--- src/rtl/pipe_adder.sv ---
// pipe_adder: WIDTH-bit add/subtract split into STAGES chunk adders, carry rippled through stage registers.
// Latency STAGES cycles, 1 op/cycle; stalls propagate backwards, bubbles collapse. Optional clamp: ADDER_SAT_EN.
module pipe_adder #(
  parameter int WIDTH  = 32,
  parameter int STAGES = 4
) (
  input  logic             clk,
  input  logic             rst,
  input  logic             in_valid,
  output logic             in_ready,
  input  logic [WIDTH-1:0] op_a,
  input  logic [WIDTH-1:0] op_b,
  input  logic             cin,
  input  logic             sub,
  output logic             out_valid,
  input  logic             out_ready,
  output logic [WIDTH-1:0] result,
  output logic             cout,
  output logic             overflow
`ifdef ADDER_SAT_EN
  ,
  input  logic             sat
`endif
);

  localparam int CW = WIDTH / STAGES;

  generate
    if (STAGES < 1 || (WIDTH % STAGES) != 0) begin : g_bad_cfg
      $error("pipe_adder: WIDTH must be a non-zero multiple of STAGES");
    end
  endgenerate

  // a/b hold the effective operands; r fills in one chunk per stage.
  typedef struct packed {
    logic [WIDTH-1:0] a;
    logic [WIDTH-1:0] b;
    logic [WIDTH-1:0] r;
    logic             c;
    logic             s;
    logic             ovf;
  } stage_t;

  stage_t            q   [STAGES];
  stage_t            src [STAGES];
  stage_t            nxt [STAGES];
  logic [STAGES-1:0] v;
  logic [STAGES-1:0] vin;
  logic [STAGES-1:0] load;
  logic [CW:0]       sum;
  logic              take;

  always_comb begin
    src[0]   = '0;
    src[0].a = op_a;
    src[0].b = sub ? ~op_b : op_b;
    src[0].c = sub ^ cin;
`ifdef ADDER_SAT_EN
    src[0].s = sat;
`else
    src[0].s = 1'b0;
`endif
    for (int k = 1; k < STAGES; k++) begin
      src[k] = q[k-1];
    end
  end

  always_comb begin
    sum = '0;
    for (int k = 0; k < STAGES; k++) begin
      nxt[k] = src[k];
      sum = {1'b0, src[k].a[k*CW +: CW]} + {1'b0, src[k].b[k*CW +: CW]}
          + {{CW{1'b0}}, src[k].c};
      nxt[k].r[k*CW +: CW] = sum[CW-1:0];
      nxt[k].c             = sum[CW];
      if (k == STAGES-1) begin
        nxt[k].ovf = (src[k].a[WIDTH-1] == src[k].b[WIDTH-1]) &&
                     (sum[CW-1] != src[k].a[WIDTH-1]);
`ifdef ADDER_SAT_EN
        if (src[k].s && nxt[k].ovf) begin
          nxt[k].r = src[k].a[WIDTH-1] ? {1'b1, {(WIDTH-1){1'b0}}}
                                       : {1'b0, {(WIDTH-1){1'b1}}};
        end
`endif
      end
    end
  end

  // A stage may load if it or any stage downstream of it has room this cycle.
  always_comb begin
    take = out_ready;
    load = '0;
    for (int k = STAGES-1; k >= 0; k--) begin
      take    = take | ~v[k];
      load[k] = take;
    end
    vin    = '0;
    vin[0] = in_valid;
    for (int k = 1; k < STAGES; k++) begin
      vin[k] = v[k-1];
    end
  end

  always_ff @(posedge clk or posedge rst) begin
    if (rst) begin
      v <= '0;
      for (int k = 0; k < STAGES; k++) begin
        q[k] <= '0;
      end
    end else begin
      for (int k = 0; k < STAGES; k++) begin
        if (load[k]) begin
          v[k] <= vin[k];
          if (vin[k]) begin
            q[k] <= nxt[k];
          end
        end
      end
    end
  end

  assign in_ready  = load[0];
  assign out_valid = v[STAGES-1];
  assign result    = q[STAGES-1].r;
  assign cout      = q[STAGES-1].c;
  assign overflow  = q[STAGES-1].ovf;

endmodule
--- config.mk ---
export PLATFORM = sky130hd
export DESIGN_NAME = pipe_adder
export DESIGN_NICKNAME = d
export VERILOG_FILES = /design/src/rtl/pipe_adder.sv
export SDC_FILE = /design/constraint.sdc
export NUM_CORES = 1
export LEC_CHECK = 0
export CAP_MARGIN = 10
export CORE_ASPECT_RATIO = 1.25
export CORE_MARGIN = 2
export CORE_UTILIZATION = 45
export CTS_BUF_LIST = sky130_fd_sc_hd__clkbuf_4 sky130_fd_sc_hd__clkbuf_8
export CTS_CLUSTER_DIAMETER = 150
export DETAILED_ROUTE_END_ITERATION = 16
export PLACE_DENSITY_LB_ADDON = 0.25
export SYNTH_ARGS = -nofsm -noshare
export SYNTH_HDL_FRONTEND = slang
export SYNTH_SLANG_ARGS = --single-unit
--- constraint.sdc ---
create_clock -name clk -period 12.1 [get_ports clk]
set_clock_uncertainty 0.15 [all_clocks]
set_input_delay 2.42 -clock clk [delete_from_list [all_inputs] [get_ports clk]]
set_output_delay 2.42 -clock clk [all_outputs]
set_load 0.01 [all_outputs]
==> results.md, run 1 <==
- Fillcell total: 1656
- Flops & latches, synth: 185
- Fin. Hold Viols: 0
- Dominant synthesized flop cell: dfrtp_1
- Final setup fails: 0
- Core area: 0.0188 mm^2
- Syn_area_per_cell: 12.6 um^2
- Rel. slew slack: 0.228
- Tcrit/Tclk final: 0.546
- Multi-input gate area: 0.00350 mm^2
- H-tree depth: 4
- Num ports: 106
- Post-synth top area share: 0.539
- CTS tree: yes
- Async S/R FF share, synth: 1.00
- CP delay by family, top: buffers and inverters
- Clk slew on worst S/H paths: 0.09 ns
- Worst Path Class, Setup: input pin to primary output
- Distinct cell type count after synthesis: 39
- Most instantiated cells after synthesis: dfrtp_1, mux2_2, nand2_1
- Cell total after placement: around 960
- Register Area: 0.00463 mm^2
- Final nets: about 860
- I/O Buffers: 105
- Clk_lat worst skew: approximately 0.46 ns
- HPWL Detailed: 10100 um
- Die Span X: 128 um
- Post-CTS sizing: 0
- Sequential-to-total area share from yosys stat: 0.539
- Peak fanout along the critical path: 4
- Global Route Usage Sum: 0.160
- Most frequent cell after synthesis: dfrtp_1
- Crit path time final: 6.61 ns
- WL per Instance: 15.2 um
- DIE AREA: 0.0202 mm^2
- Status: finished, final reports clean
- Vias per inst: between 5 and 6
- Non-filler cells, final: 996
- RSZ-0062 raised after global routing: no
- CP Cell Sequence: clkdlybuf4s50_1 > nand4b_1 > or2_1 > clkdlybuf4s50_1
- Share of cells above drive strength 1: 0.223
- Peak supply drop: 78.9 uV
- Antenna violations before repair: 0
- Final WL: 15100 um
- PwrDens: 214 mW/mm^2
- Min-delay src: nxt[250]$_DFFE_PP0P_
- Initial drt markers: 161
- Leading area contributor after synthesis: dfrtp_1
- Largest net degree at the start of global routing: 90
- Die Y: about 160 um
- R2r startpoint: q[200]$_DFFE_PP0P_
- Vias in the first global route: between 5000 and 6000
- Setup crit end kind: primary output
- Root buffer cell: clkbuf_8
- Least-Margin Pin Slew: 1.15 ns
- Required time of the critical path: ~9.5 ns
- Post-route ant nets: 0
- Crit-path slowest cell: clkdlybuf4s50_1
- DRC Markers: 0
- Cells after Synth: 684
- Max Root-Sink Buffers: 2
- Via Count: 5080
- Slowest cell delay on critical path: 0.56 ns
- Post-CTS Setup Inserts: 0
- Row cnt: 56
- Path category of the worst min-delay check: register to register
- Max Clk Rate: 151 MHz
- ANT cells: 0
- Slew Limit Fails: 0
- Number of synthesized flops with an enable pin: 0
- TritonCTS Buffers: 17
- Area grow syn2layout: 16.2%
- Most used cell, CP: clkdlybuf4s50_1
- Gr ovfl total: 0
- Initial core utilization: 0.458
- DR pass1 iterations: 4
- Hold_buf cts: 0
- Max Cap Violations: 0
- Worst EP arrival: 4.04 ns
- Launching element type of the critical path: input pin
- Synth top area cells: dfrtp_1, mux2_2, ha_1
- Gp weighted congestion: 0.799
- Clk sink count: 185
- Leakage power: 4.31 nW
- Worst Setup SP: out_ready
- Synth warn: 0
- Synth Net Count: between 700 and 800
- First-pass GRT wire length: roughly 25000 um
- Setup TNS: 0 ns
- Bufs and invs on worst path: 2
- Post-Synthesis Cell Area: 0.00859 mm^2
-- worst paths after layout --
path / slack (ns) / cells after the start / end
setup reg to reg: 9.64 / 7 / nxt[23]$_DFFE_PP0P_
min in group asynchronous: 2.25 / 2 / nxt[8]$_DFFE_PP0P_
setup / recovery: 5.49 / 4 / in_ready
max in group asynchronous: 8.15 / 3 / nxt[294]$_DFFE_PP0P_
hold / removal: 0.33 / 2 / nxt[250]$_DFFE_PP0P_
hold reg to reg: 0.33 / 2 / nxt[250]$_DFFE_PP0P_
-- report_power, final --
group          total, mW  internal, mW  switching, mW
logic              0.737         0.411          0.326
clock network      0.453         0.232          0.221
registers          0.950         0.833          0.117
total               2.14          1.48          0.663
-- cell type report --
type / instances / share of cell area
multi-input combinational: 426 / 0.351
tap: 232 / 0.0291
timing repair buffer: 109 / 0.108
inverter: 12 / 0.00501
clock inverter: 14 / 0.0192
clock buffer: 18 / 0.0248
sequential: 185 / 0.464
-- kinds of logic after synthesis --
| logic type | synth area share |
|---|---|
| simple gates | 0.0531 |
| buf+inv | 0.0549 |
| mux | 0.165 |
| flops | 0.539 |
| fa+ha+maj | 0.0594 |
| xor+xnor | 0.0550 |
| compound gates | 0.0738 |
-- worst register-to-register path, cell delays in order (launching register included) --
cell and delay (ns):
dfrtp_1 0.42, fa_1 0.50, fa_1 0.46, a21oi_1 0.27, inv_1 0.07, a21oi_1 0.18
xor2_1 0.17, o21ai_0 0.09
-- per-layer routing --
layer	track usage	wire [um]
met5	0	0
met4	0.0649	282
met3	0.0346	444
met2	0.274	7720
met1	0.198	6670
-- state kept, by name (all words and copies together) (netlist names) --
signal	count
nxt	144
result	32
v	4
q	3
cout	1
overflow	1
-- cell usage in the layout, fill, tap and decap left out, types with 7 or more instances in the layout --
cell type / netlist / final
a21oi_1: 17 / 17
clkbuf_8: 0 / 18
clkdlybuf4s50_1: 0 / 104
dfrtp_1: 185 / 185
fa_1: 8 / 8
ha_1: 28 / 28
inv_1: 12 / 11
mux2_2: 126 / 126
nand2_1: 63 / 60
nand2b_1: 8 / 8
nor2_1: 13 / 13
nor3_1: 8 / 8
o21ai_0: 58 / 58
o31ai_1: 7 / 7
xnor2_1: 28 / 28
xor2_1: 26 / 26
-- stage by stage --
stage	area, um^2	setup slack (ns)	total power [mW]	util	hold slack, ns
after floorplan	8590	4.50	1.52	-	0.285
after global placement	9550	5.50	1.67	0.508	0.309
after detailed placement	9550	5.52	1.71	0.508	0.317
after CTS	9990	5.50	2.17	0.532	0.338
after global routing	9990	5.43	2.30	0.532	0.367
final	9990	5.49	2.14	0.532	0.331
No activity file was read; power rests on OpenSTA's default activity.
==> run 2: changes to the inputs <==
- clock period: 12.1 -> 5.8 ns (I/O delays scaled with it)
==> run 2 against run 1 <==
Net effect: critical path depth unchanged; count of clock-buffer cells in the layout is 1 higher; final cell count fell by 0.10%; total power increased by 100%; hold slack gained 0.0019 ns; combinational power rose by 110%; die area unchanged; final area fell by 0.56%; global-route usage is 0.30 points higher.
==> results.md, run 2 (synthesized netlist as in run 1, its figures left out) <==
- Share of cells above drive strength 1: 0.221 (was 0.223)
- Commonest non-fill, non-tap cell in the layout: dfrtp_1 (unchanged)
- H-tree depth: 4 (unchanged)
- Most frequent cells in the layout: dfrtp_1, mux2_2, clkdlybuf4s50_1 (unchanged)
- Max Root-Sink Buffers: 2 (unchanged)
- Post-CTS sizing: 0 (unchanged)
- Peak supply drop: 150 uV (was 78.9 uV)
- HPWL Detailed: 10300 um (was 10100 um)
- Final nets: 856 (was 857)
- Peak fanout along the critical path: 4 (unchanged)
- Flop2flop setup slack: 3.29 ns (was 9.64 ns)
- Wire length on met3: 470 um (was 444 um)
- Root buffer cell: clkbuf_8 (unchanged)
- Comb power frac: 0.353 (was 0.344)
- Max reg flops: 144 (unchanged)
- CP Cell Sequence: clkdlybuf4s50_1 > nand4b_1 > or2_1 > clkdlybuf4s50_1 (unchanged)
- Crit-path slowest cell: clkdlybuf4s50_1 (unchanged)
- Critical path capture point: in_ready (unchanged)
- Die Span X: 128 um (unchanged)
- Post-CTS Setup Inserts: 0 (unchanged)
- Vias per inst: 5.09 (was 5.10)
- Clk slew on worst S/H paths: 0.08 ns (was 0.09 ns)
- Switch share: 0.319 (was 0.310)
- Initial core utilization: 0.458 (unchanged)
- Max Cap Violations: 0 (unchanged)
- CTS tree: yes (unchanged)
- Largest net degree at the start of global routing: 186 (was 90)
- Gr ovfl total: 0 (unchanged)
- Vias in the first global route: 5284 (was 5283)
- Worst EP arrival: 2.75 ns (was 4.04 ns)
- First-pass GRT wire length: 25700 um (was 25400 um)
- Tcrit/Tclk final: 0.700
- DR pass1 iterations: 4 (unchanged)
- Core area: 0.0188 mm^2 (unchanged)
- Met2 Wirelength: 7970 um (was 7720 um)
- I/O Buffers: 105 (unchanged)
- WL per Instance: 15.5 um (was 15.2 um)
- Path category of the worst min-delay check: register to register (unchanged)
- Crit path time final: 4.06 ns
- Clk network pwr share: 0.190 (was 0.212)
- Worst Path Class, Setup: input pin to primary output (unchanged)
- Worst R2R End: result[30]$_DFFE_PP0P_ (was nxt[23]$_DFFE_PP0P_)
- Via Count: 5067 (was 5080)
- Leakage power: 4.27 nW (was 4.31 nW)
- Final WL: 15400 um (was 15100 um)
- Required time of the critical path: 4.49 ns (was 9.53 ns)
- Bufs and invs on worst path: 2 (unchanged)
- Worst Setup SP: out_ready (unchanged)
- Clk sink count: 185 (unchanged)
- R2r startpoint: q[101]$_DFFE_PP0P_ (was q[200]$_DFFE_PP0P_)
- Area grow syn2layout: 15.5% (was 16.2%)
- Sw power: 1.39 mW (was 0.663 mW)
- CP delay by family, top: buffers and inverters (unchanged)
- Setup TNS: 0 ns (unchanged)
- FF-to-FF path depth: 8 (was 7)
- PwrDens: 438 mW/mm^2 (was 214 mW/mm^2)
- Hold_buf cts: 0 (unchanged)
- Slowest cell delay on critical path: 0.54 ns (was 0.56 ns)
- Fin. Hold Viols: 0 (unchanged)
- Register Area: 0.00463 mm^2 (unchanged)
- Met1 wire length: 6680 um (was 6670 um)
- Final setup fails: 0 (unchanged)
- Clk_lat worst skew: 0.45 ns (was 0.46 ns)
- Fillcell total: 1679 (was 1656)
- Setup crit end kind: primary output (unchanged)
- ANT cells: 0 (unchanged)
- Launching element type of the critical path: input pin (unchanged)
- Post-DP Area: 0.00955 mm^2 (about the same)
- DRC Markers: 0 (unchanged)
- Max Clk Rate: 246 MHz
- Critical Path Stages: 4 (unchanged)
- Pint: 2.96 mW (was 1.48 mW)
- DR top layer: met4 (unchanged)
- Sequential fraction of design power: 0.457 (was 0.444)
- Least-Margin Pin Slew: 1.17 ns (was 1.15 ns)
- Gp weighted congestion: 0.786 (was 0.799)
- TritonCTS Buffers: 17 (unchanged)
- Die Y: 159 um (unchanged)
- Rel. slew slack: 0.215 (was 0.228)
- Antenna violations before repair: 0 (unchanged)
- Post-route ant nets: 0 (unchanged)
- Initial drt markers: 209 (was 161)
- RSZ-0062 raised after global routing: no (unchanged)
- Most used cell, CP: clkdlybuf4s50_1 (unchanged)
- Post-route cell area: 0.00993 mm^2 (was 0.00999 mm^2)
- Slew Limit Fails: 0 (unchanged)
- Global Route Usage Sum: 0.163 (was 0.160)
- Multi-input gate area: 0.00350 mm^2 (unchanged)
- Num ports: 106 (unchanged)
- Row cnt: 56 (unchanged)
- DIE AREA: 0.0202 mm^2 (unchanged)
- Status: finished, final reports clean (unchanged)
[run 2: cell types whose count changed in the layout (fill, tap and decap cells not counted), moves of 2 or more]
| cell | delta |
|---|---|
| buf_4 | -2 |
| inv_6 | -2 |
| clkinvlp_4 | +2 |
| bufinv_16 | -3 |
| clkinv_4 | +2 |
[run 2: through the flow]
step                hold slack, ns  power, mW  utilization  cells  setup WS (ns)
floorplan                    0.285       3.16            -    684           2.11
global placement             0.310       3.49        0.509    963           1.72
detailed placement           0.317       3.57        0.509    963           1.73
CTS                          0.337       4.41        0.529    995           1.71
global route                 0.367       4.68        0.529    995           1.65
finish                       0.333       4.35        0.529    995           1.74
[run 2: worst min-delay path by stage]
stage	startpoint	to	slack (ns)	depth (start not counted)
floorplan	v[0]$_DFFE_PP0N_	v[1]$_DFFE_PP0P_	0.29	2
CTS	nxt[117]$_DFFE_PP0P_	nxt[117]$_DFFE_PP0P_	0.34	2
global placement	nxt[116]$_DFFE_PP0P_	nxt[116]$_DFFE_PP0P_	0.31	2
detailed placement	nxt[117]$_DFFE_PP0P_	nxt[117]$_DFFE_PP0P_	0.32	2
finish	nxt[117]$_DFFE_PP0P_	nxt[117]$_DFFE_PP0P_	0.33	2
global route	cout$_DFFE_PP0P_	cout$_DFFE_PP0P_	0.37	2
[run 2: area by class of cell]
cell class,count,area share
multi-input combinational,426,0.353
tap,232,0.0292
sequential,185,0.466
clock buffer,19,0.0263
inverter,12,0.00491
clock inverter,13,0.0118
timing repair buffer,108,0.109
[run 2: worst min-delay path, delay by kind of cell, from the launching register on]
kind             cells  cell delay (ns)
AO/OA/AOI/OAI        1             0.06
flip-flops           1             0.35
AND/OR/NAND/NOR      1             0.04
[run 2: power groups by stage]
stage | clock network, mW | logic, mW | registers, mW
after floorplan | 0 | 1.23 | 1.93
after global placement | 0 | 1.50 | 2.00
after detailed placement | 0 | 1.55 | 2.02
after CTS | 0.856 | 1.56 | 1.99
after global routing | 0.910 | 1.72 | 2.05
final | 0.824 | 1.54 | 1.99
[run 2: routing by layer]
layer / vias up / track usage
li1: 2459 / -
met1: 2502 / 0.199
met2: 84 / 0.286
met3: 22 / 0.0346
met4: 0 / 0.0602
met5: - / 0
